`config.mk`:
```
export PLATFORM = sky130hd
export DESIGN_NAME = tlp_tx_arbiter
export DESIGN_NICKNAME = d
export VERILOG_FILES = /design/src/rtl/tlp_tx_arbiter.sv
export SDC_FILE = /design/constraint.sdc
export NUM_CORES = 1
export LEC_CHECK = 0
export CORE_AREA = 2 2 133 135
export CTS_CLUSTER_SIZE = 24
export DETAILED_ROUTE_END_ITERATION = 12
export DIE_AREA = 0 0 135 137
export HOLD_SLACK_MARGIN = 0.15
export PLACE_DENSITY = 0.51
export SLEW_MARGIN = 20
export SYNTH_ARGS = -nofsm -noshare
export SYNTH_HDL_FRONTEND = slang
export SYNTH_SLANG_ARGS = --single-unit
```
`constraint.sdc`:
```
create_clock -name pcieClk_in -period 1.8 [get_ports pcieClk_in]
set_clock_uncertainty 0.1 [all_clocks]
set_input_delay 0.18 -clock pcieClk_in [delete_from_list [all_inputs] [get_ports pcieClk_in]]
set_output_delay 0.18 -clock pcieClk_in [all_outputs]
set_load 0.05 [all_outputs]
```
`src/rtl/tlp_tx_arbiter.sv`:
```
// Packet-atomic arbiter merging NUM_CH upstream TLP streams onto the single PCIe tx pipe.
// Round-robin or fixed-priority grant, with a one-cycle bubble at every packet boundary.
//
// state  | meaning
// IDLE   | no packet locked; choose a winner among channels presenting SOP
// LOCKED | forward beats of grantCh combinationally until its EOP transfers
module tlp_tx_arbiter #(
  parameter int NUM_CH        = 4,
  parameter int DATA_WIDTH    = 64,
  parameter int PRIORITY_MODE = 0,
  parameter int CH_BITS       = (NUM_CH > 1) ? $clog2(NUM_CH) : 1
) (
  input  logic                         pcieClk_in,
  input  logic                         reset_in,
  input  logic [NUM_CH*DATA_WIDTH-1:0] chData_in,
  input  logic [NUM_CH-1:0]            chSOP_in,
  input  logic [NUM_CH-1:0]            chEOP_in,
  input  logic [NUM_CH-1:0]            chValid_in,
  output logic [NUM_CH-1:0]            chReady_out,
  output logic [DATA_WIDTH-1:0]        txData_out,
  output logic                         txSOP_out,
  output logic                         txEOP_out,
  output logic                         txValid_out,
  input  logic                         txReady_in,
  output logic [CH_BITS-1:0]           grantCh_out,
  output logic                         busy_out,
  output logic                         protoErr_out
);

  typedef enum logic {IDLE, LOCKED} state_t;

  state_t state, stateNext;
  logic [CH_BITS-1:0] grantCh, grantNext;
  logic [CH_BITS-1:0] lastGrant, lastGrantNext;
  logic protoErr, protoErrNext;
  logic midPkt, midPktNext;

  logic [NUM_CH-1:0] req, strayBeat;
  logic found, foundHi, foundLo;
  logic [CH_BITS-1:0] winner, winHi, winLo;
  logic [DATA_WIDTH-1:0] selData;
  logic selSop, selEop, selValid, busy, xfer;

  assign req       = chValid_in & chSOP_in;
  assign strayBeat = chValid_in & ~chSOP_in;

  // Round-robin is "lowest requester above lastGrant, else lowest requester overall".
  always_comb begin
    foundHi = 1'b0;
    winHi   = '0;
    foundLo = 1'b0;
    winLo   = '0;
    found   = 1'b0;
    winner  = '0;
    for (int i = NUM_CH - 1; i >= 0; i--) begin
      if (req[i]) begin
        foundLo = 1'b1;
        winLo   = CH_BITS'(i);
      end
      if (req[i] && (CH_BITS'(i) > lastGrant)) begin
        foundHi = 1'b1;
        winHi   = CH_BITS'(i);
      end
    end
    if ((PRIORITY_MODE == 1) || !foundHi) begin
      found  = foundLo;
      winner = winLo;
    end else begin
      found  = 1'b1;
      winner = winHi;
    end
  end

  always_comb begin
    selData  = '0;
    selSop   = 1'b0;
    selEop   = 1'b0;
    selValid = 1'b0;
    for (int i = 0; i < NUM_CH; i++) begin
      if (grantCh == CH_BITS'(i)) begin
        selData  = chData_in[i*DATA_WIDTH +: DATA_WIDTH];
        selSop   = chSOP_in[i];
        selEop   = chEOP_in[i];
        selValid = chValid_in[i];
      end
    end
  end

  assign busy = (state == LOCKED);
  assign xfer = busy & selValid & txReady_in;

  always_comb begin
    chReady_out = '0;
    for (int i = 0; i < NUM_CH; i++) begin
      chReady_out[i] = busy && (grantCh == CH_BITS'(i)) && txReady_in;
    end
  end

  assign txData_out   = selData;
  assign txSOP_out    = busy & selSop;
  assign txEOP_out    = busy & selEop;
  assign txValid_out  = busy & selValid;
  assign grantCh_out  = grantCh;
  assign busy_out     = busy;
  assign protoErr_out = protoErr;

  always_comb begin
    stateNext     = state;
    grantNext     = grantCh;
    lastGrantNext = lastGrant;
    protoErrNext  = protoErr;
    midPktNext    = midPkt;
    case (state)
      IDLE: begin
        if (|strayBeat) protoErrNext = 1'b1;
        if (found) begin
          stateNext     = LOCKED;
          grantNext     = winner;
          lastGrantNext = winner;
          midPktNext    = 1'b0;
        end
      end
      LOCKED: begin
        if (xfer) begin
          midPktNext = 1'b1;
          if (selSop && midPkt) protoErrNext = 1'b1;
          if (selEop) stateNext = IDLE;
        end
      end
      default: stateNext = IDLE;
    endcase
  end

  always_ff @(posedge pcieClk_in or posedge reset_in) begin
    if (reset_in) begin
      state     <= IDLE;
      grantCh   <= '0;
      lastGrant <= CH_BITS'(NUM_CH - 1);
      protoErr  <= 1'b0;
      midPkt    <= 1'b0;
    end else begin
      state     <= stateNext;
      grantCh   <= grantNext;
      lastGrant <= lastGrantNext;
      protoErr  <= protoErrNext;
      midPkt    <= midPktNext;
    end
  end

endmodule

```
# Yosys cells after proc, flatten, opt, wreduce, memory -nomap -nowiden
# Index checks and enable logic that the tools add are counted.
totals:
  mem_bits_rw: 0
  input_bits: 271
  n_memories: 0
  ff_bits: 7
  latch_bits: 0
  out_inout_bits: 75
  rom_bits: 0
  word_cells: 87
classes:
  n_div: 0
  n_reduce_logical: 18
  n_lt_le_gt_ge: 4
  n_addsub: 0
  n_bitwise: 8
  shift: 0
  n_eq_ne: 7
  multipliers: 0
  muxes: 45
op_table:
  columns: ["op", "count"]
  rows:
  - ["$mux W64", 4]
  - ["$mux W1", 29]
  - ["$mux W2", 9]
  - ["$logic_and A1 B1 Y1", 13]
  - ["$and A4 B4 Y4", 2]
  - ["$pmux W1 S2", 3]
  - ["$and A1 B1 Y1", 4]
  - ["$eq A2 B2 Y1 const B", 2]
  - ["$gt A1 B2 Y1 const A", 2]
  - ["$gt A2 B2 Y1 const A", 2]
  - ["$ne A2 B1 Y1 const B", 2]
  - ["$ne A2 B2 Y1 const B", 2]
  - ["$not A4 Y4", 1]
  - ["$reduce_and A2 Y1", 2]
  - ["$reduce_or A4 Y1", 1]
  - ["$reduce_and A3 Y1", 1]
  - ["$eq A2 B1 Y1 const B", 1]
  - ["$logic_not A2 Y1", 1]
  - ["$not A1 Y1", 1]

# Longest topological paths before layout
depth:
  word_depth: 9
  depth_mapped: 5
  ltp_nobuf: 4

# Worst setup path after synthesis
# Ideal clock, no wire load.
synth_path:
  path_type: "reg2out"
  from: "reg grantCh[1], in the netlist grantCh_out[1]"
  to: "out chReady_out[2]"
  arrival_ns: 2.387
  t_required_ns: 1.520
  path_buffers: 3
  path_stages_with_launch: 6
  path_slack_ns: -0.867
  cell_sequence: "dfrtp_1 buf_6 buf_2 buf_2 inv_1 nor3_1"
synth_between:
  elab_chain_cells: 3
synth_rtl:
  columns: ["item", "line", "source"]
  rows:
  - ["start, declared", "33", "logic [CH_BITS-1:0] grantCh, grantNext;"]
  - ["start signal, assigned", "143", "grantCh <= grantNext;"]
  - ["$eq A2 B2 Y1", "95", "chReady_out[i] = busy && (grantCh == CH_BITS'(i)) && txReady_in;"]
  - ["$logic_and A1 B1 Y1 (2 in series)", "95", null]
  - ["end, declared", "19", "output logic [NUM_CH-1:0] chReady_out,"]
# Every way passes these cells.

# Final worst setup path
layout_path:
  from: "reg grantCh[0], in the netlist grantCh_out[0]"
  to: "out txData_out[35]"
layout_between:
  elab_chain_cells: 5
  elab_cells_between_ends: 8
  classes_between: "eq/ne (3); mux (4); reduce/logical (1)"
layout_rtl:
  columns: ["item", "line", "source"]
  rows:
  - ["$logic_not A2 Y1", "80", "if (grantCh == CH_BITS'(i)) begin"]
  - ["$mux W64 (3 in series)", "80", null]
  - ["$mux W64 *", "80", null]
  - ["end, declared", "20", "output logic [DATA_WIDTH-1:0] txData_out,"]
# Mark *: on every way between the ends. The rest lies on a longest branch, timed or not.

==> run summary <==
The run finished, with violations left. The checks that failed: setup timing. Once detail routing completed, the nets flagged for antenna violations numbered 0.

The final layout contains routed wiring with a total length of 16100 µm. The floorplan has 48 rows. The worst register-to-register path begins at grantCh_out[0]. Measured along the x axis, the die boundary spans 135 µm. At the pin with the least slew margin, the transition time is 0.344 ns.

STA puts the critical path data arrival time at 1.71 ns. The logs give 4 for the number of optimization iterations in the first detailed-route pass and 0 for the leftover overflow at the end of global routing. In this run the critical register-to-register path is captured at protoErr_out. The critical path is of the register to primary output type. TritonCTS built the clock tree.

The delay contributed by the slowest stage of the critical path is 0.54 ns. From synthesis to final layout, the design area changed by 229%. The clock buffer count from CTS came out at 3. For this run, design rule violations remaining after detail routing come to 0. The ratio of routed vias to standard cells was 4.16. The element type at the critical path end is a primary output. The overall global routing resource usage was 0.158. The cell at the slowest stage of the critical path is mux4_2. When the netlist entered floorplanning its net count stood at 407. The achievable frequency was 503 MHz.

The worst setup path startpoint is grantCh_out[0]. For the initial antenna violation count, the log shows 0. 346 I/O pins were placed.

For this design, the sink count on the clock tree is 7. Entering global routing, the biggest net connects 38 pins. CTS root buffer: clkbuf_16. Yosys mapped the design onto 27 distinct sky130hd cell types. The tools report the detailed-placement wirelength estimate as 13300 µm. The slack of the critical path is -0.189 ns. For the die area, the log shows 18500 µm². The global-route wire length before repair was 21600 µm.

The max-slew headroom at the worst pin was 0.770. The first routing iteration left 114 violations. Among all flip-flop cells after synthesis, the most frequent one is dfrtp_1. Buffers placed on the I/O ports in this run total 345. After synthesis the netlist holds a flip-flop and latch count of 7. The final period demand of the worst path works out to 1.99 ns. Setup violations remaining at the end of the flow were counted as 69. Counting along the longest clock path gives a buffer depth of 2. OpenSTA, run right after detailed placement, puts the worst setup slack at -0.0898 ns.

The number of instances in the synthesized netlist is 136. The clock transition at the registers of the reported paths was 0.04 ns. Number of enable-type register cells in the synthesized netlist: 0. Following the worst setup path forward leads to its endpoint at txData_out[35]. For the final hold violation count, the log shows 0. The share of async-settable or async-resettable flops after synthesis was 1.00. IR analysis of the VDD net gives a maximum drop of 1.40 mV. The worst register-to-register path has a setup slack of -0.10 ns.

Across all layers, the routed design uses 3022 vias. The congestion estimate from routability-driven global placement came to 0.895. The share of the clock period used by the worst path after layout came out at 1.10. The portion of synthesized cell area occupied by the leading cell type was 0.743; the count of maximum capacitance violations was 0.

Setup repair after global routing could not meet its margin everywhere. For the area inside the core boundary, the log shows 17100 µm². The class of the worst hold path is register to register. The combined area of all synthesized cells is 2030 µm². The worst setup path is launched from a register. Detail-routed net length per standard cell: 22.2 µm. The starting density of the core came out at 0.119. Measured along the y axis, the die boundary spans 137 µm.

During synthesis, Yosys emitted a total of 0 warnings. The design draws 11700 µW. The layout cell share with drive strength beyond 1 works out to 0.380.

For the sequential area share after synthesis, the log shows 0.0874. The synthesized area per cell is 14.9 µm². 0 antenna diodes ended up in the layout. The leading area contributor after synthesis is mux4_2. By area the synthesized netlist is led by mux4_2 74%, dfrtp_1 6.2%, dfstp_2 2.6%. The most common cell in the synthesized netlist is mux4_2. The logs give 1 for the CTS H-tree depth and 774 for the net total in the final layout. The critical path goes through buf_12, buf_16, mux4_2, buf_6. The number of cell instances on the worst register-to-register path was 6; the latest clock arrival within the worst-skew pair was 0.24 ns. Summed over all cells, the static leakage comes to 0.00254 µW.

The number of global-route vias before repair is 3215, and the worst endpoint required time is 1.52 ns. After synthesis, the most frequently instantiated cells are 67 x mux4_2, 10 x buf_2, 6 x inv_1, 6 x nor2_1. Power density relative to cell area: 1750 nW/µm². Of all nets on the critical path, the largest fanout is 7. The final number of max-transition violations came out at 0.
==> worst min-delay path by stage <==
stage | start | end | slack (ns) | cells after the start
after CTS | lastGrant[0] | lastGrant[0] | 0.43 | 1
after global placement | reset_in | grantCh_out[1] | 0.33 | 2
final | protoErr_out | protoErr_out | 0.42 | 1
after global routing | lastGrant[0] | lastGrant[0] | 0.44 | 1
after floorplan | reset_in | busy_out | -0.12 | 1
after detailed placement | reset_in | midPkt | 0.33 | 2
==> state kept, by name, indices dropped and copies added, names as in the netlist <==
name          flops
grantCh_out       2
lastGrant         2
busy_out          1
midPkt            1
protoErr_out      1
==> through the flow <==
stage	utilization	TNS, ns	instances	hold slack, ns	cell area (µm²)
after floorplan	-	-3.64	136	-0.118	2120
final	0.392	-9.90	727	0.421	6690
after global routing	0.392	-12.97	727	0.438	6690
after detailed placement	0.363	-2.24	708	0.326	6190
after global placement	0.363	-1.51	708	0.327	6190
after CTS	0.388	-12.80	725	0.428	6610
==> worst max-delay path, delay by kind of cell, from the launching register on <==
kind	cells	cell delay (ns)
buffers and inverters	3	0.48
flip-flops	1	0.44
multiplexers	1	0.54
==> routing by layer <==
layer	up-vias	track usage	part of all wire
met5	-	0	0
met4	0	0.0179	0.0050
met3	8	0.0267	0.070
met2	156	0.281	0.52
met1	1502	0.208	0.41
li1	1356	-	-
==> placed cells by master (no fill, tap or decap), types with 4 or more instances in the layout <==
| cell type | instances |
|---|---|
| buf_12 | 41 |
| buf_16 | 4 |
| buf_4 | 20 |
| buf_6 | 33 |
| buf_8 | 8 |
| clkbuf_16 | 5 |
| clkdlybuf4s50_1 | 270 |
| inv_1 | 6 |
| mux4_2 | 67 |
| nand2_1 | 5 |
| nor2_1 | 4 |
==> kinds of logic (layout without fill, tap and decap cells) <==
family / Yosys count / count (layout) / synth area share
AND/OR/NAND/NOR: 24 / 24 / 0.0597
flip-flops: 7 / 7 / 0.0874
buffers and inverters: 23 / 389 / 0.0560
AO/OA/AOI/OAI: 15 / 15 / 0.0542
multiplexers: 67 / 67 / 0.743
==> cell type report <==
type	count	area (µm²)
Sequential cell	7	185
Clock buffer	4	78.8
Timing Repair Buffer	379	4340
Tap cell	225	282
Multi-Input combinational cell	106	1790
Fill cell	1622	10400
Inverter	6	22.5
==> repair_timing <==
item,CTS,global route
buffers inserted,9,2
cloned,3,2
resized for setup,46,13
endpoints found under the setup margin,68,70
hold buffers,1,0
hold endpoints to repair,5,0
pin swaps,3,2
==> power breakdown <==
group	switching, µW	internal (µW)	total (µW)	leakage, µW
sequential	89.4	257	346	0.0000717
clock	95.1	296	391	0.0000382
combinational	5620	5390	11000	0.00243
total	5810	5940	11700	0.00254
(Power assumes the default switching activity.)
==> edit, RTL diff (same flow settings) <==
`PRIORITY_MODE`: 0 -> 1.
--- a/src/rtl/tlp_tx_arbiter.sv
+++ b/src/rtl/tlp_tx_arbiter.sv
@@ -7,7 +7,7 @@
 module tlp_tx_arbiter #(
   parameter int NUM_CH        = 4,
   parameter int DATA_WIDTH    = 64,
-  parameter int PRIORITY_MODE = 0,
+  parameter int PRIORITY_MODE = 1,
   parameter int CH_BITS       = (NUM_CH > 1) ? $clog2(NUM_CH) : 1
 ) (
   input  logic                         pcieClk_in,
Check against the original RTL: not equivalent (Yosys sat finds a counterexample within 4 cycles, from zero or initial values and one cycle with reset_in high).
==> edit against the unedited design <==
Routed wire length shrank 18%. Core utilization fell by 0.88 points. Worst setup slack lost 0.058 ns. Die area did not move. Synthesized cell count down 8.8%. Design area fell by 2.2%. Sequential share of layout area decreased by 0.72 points. The run still ends with setup timing left. Total power shrank 1.6%. Synthesized area is 5.1% lower. Count of clock-buffer cells in the layout stayed put. Sequential cell count is 2 lower.
==> edit: results (changes against the unedited design) <==
- Flop2flop setup slack: -0.01 ns (+0.09 ns)
- Slowest cell on the critical path: dfrtp_4
- DP Area: 5930 µm² (-4.2%)
- Synth cell count leaders: 66 x mux4_2, 7 x buf_2
- GRT Total Usage: 13.4% (-2.4 points)
- Worst-Margin Slew: 0.360 ns (+0.0156 ns)
- DR vias: 2920 (-3.4%)
- Reg2reg path depth: 5 (-1)
- Setup ws final: -0.247 ns (-0.0584 ns)
- Peak supply drop: 0.752 mV (-46%)
- DRC: 0 (unchanged)
- WL per Instance: 18.7 µm (-16%)
- Vias in the first global route: 3347 (+4.1%)
- Synth top area cells: mux4_2 77%, dfrtp_1 6.5%, buf_2 1.8%, buf_6 1.8%, a22oi_1 1.2%
- Setup CP Type: reg -> out
- RePlAce Congestion: 0.811 (-9.4%)
- P_leak: 2.44 nW (-3.8%)
- Reg2Reg Capture Point: protoErr_out
- Ys flop type: dfrtp_1
- CP Data Arrival Time: 1.77 ns (+0.06 ns)
- Syn_nets: 395 (-2.9%)
- DRT iter0 DRCs: 54 (-53%)
- Status: finished, violations left
- Kind of cell adding the most delay to the critical path: buffers and inverters
- Largest net degree at the start of global routing: 28 (-26%)
- H-tree Lvls: 1 (unchanged)
- Synth async-reset ratio: 100% (unchanged)
- Ratio of cells with drive above 1 in the final layout: 38.6% (+0.56 points)
- Post-synthesis sequential area ratio: 6.49% (-2.3 points)
- Clock slew seen by the registers of the worst setup and hold paths: around 0.03 ns
- Initial antenna violation count: 0 (unchanged)
- Reg2Reg Launch Point: grantCh_out[0]
- Yosys warns: 0 (unchanged)
- CTS Root Buffer Type: clkbuf_16
- CP max FO: 6 (-1)
- Violated checks: setup timing
- Diodes inserted: 0 (unchanged)
- DP Cell Count: 689 (-2.7%)
- Clock latency on the worst-skew pair: 0.23 ns
- Hpwl dp: 11000 µm (-18%)
- Syn avg cell area: 15.5 µm² (+4.1%)
- Fillers: 1621 (-0.062%)
- First-pass GRT wire length: 18800 µm (-13%)
- WHS Path Cells: 1 (unchanged)
- Cell variety after synth: 26 (-3.7%)
- Final setup viols: 72 (+4.3%)
- Layout Nets: 759 (-1.9%)
- Clock Tree Buf Depth: 2 (unchanged)
- Slowest stage delay, CP: 0.51 ns (-0.03 ns)
- Vias per inst: 4.10 (-1.3%)
- Hold wc startpoint: protoErr_out
- TritonCTS buffer count: 3 (unchanged)
## edit: cell types whose count changed in the layout (fill, tap and decap cells not counted), sizes merged, moves of 2 or more
| cell | before | now |
|---|---|---|
| a22o | 2 | 0 |
| a22oi | 1 | 3 |
| a2bb2oi | 2 | 0 |
| and2 | 4 | 2 |
| buf | 106 | 104 |
| dfstp | 2 | 0 |
| mux2 | 0 | 2 |
| mux2i | 0 | 2 |
| nand2 | 5 | 3 |
| o21ai | 2 | 0 |
## edit: logic make-up after synthesis
kind of cell / after synthesis / share of synthesized area (%)
and+or+nand+nor: 16 / 4.09
buffers and inverters: 22 / 6.10
muxes: 70 / 79.3
AOI/OAI and AO/OA: 11 / 4.02
DFF: 5 / 6.49
## edit: worst max-delay path by stage
| stage | endpoint | slack, ns | cells after the start |
|---|---|---|---|
| after CTS | txData_out[9] | -0.24 | 5 |
| final | txData_out[44] | -0.25 | 5 |
| after global routing | txData_out[44] | -0.29 | 5 |
| after global placement | txData_out[53] | -0.006 | 3 |
| after detailed placement | txData_out[53] | -0.02 | 3 |
| after floorplan | txData_out[37] | -0.12 | 4 |
## edit: stage by stage
stage | TNS (ns) | util, % | setup WS [ns] | hold WS (ns)
CTS | -13.13 | 38.2 | -0.244 | 0.391
global placement | -0.00553 | 34.7 | -0.00553 | 0.381
detailed placement | -0.0230 | 34.7 | -0.0230 | 0.378
floorplan | -5.04 | - | -0.124 | -0.142
finish | -11.93 | 38.4 | -0.247 | 0.381
global route | -15.08 | 38.4 | -0.288 | 0.417
## edit: metal layers
layer  part of all wire, %  GRT usage (%)
met5                     0              0
met3                    11           3.81
met4                   1.8           4.28
met2                    56           27.0
met1                    32           13.0
## edit: layout make-up
cell class / count / area share (%)
flip-flops and latches: 5 / 2.05
clock buffers: 4 / 1.20
well taps: 225 / 4.30
inverters: 5 / 0.363
multi-input cells: 97 / 26.7
repair buffers: 376 / 65.3
## edit: worst register-to-register path, stage by stage (launching register included)
cell and delay (ns):
dfrtp_4 0.51, buf_12 0.16, buf_16 0.14, mux4_2 0.29, and2_4 0.16, a311o_1 0.33
## edit: what timing repair did
item | CTS | global route
pin swaps | 4 | 3
hold endpoints to repair | 5 | 0
gates resized for setup | 66 | 4
cloned | 6 | 1
hold buffers | 1 | 0
endpoints found under the setup margin | 70 | 72
setup buffers | 11 | 2
## edit: report_power, final
part           switching, W  internal (W)  leakage (nW)  total, W
Sequential        0.0000887      0.000173        0.0506  0.000262
Combinational       0.00560       0.00532          2.35    0.0109
Clock             0.0000773      0.000294        0.0382  0.000371
Total               0.00577       0.00579          2.44    0.0116
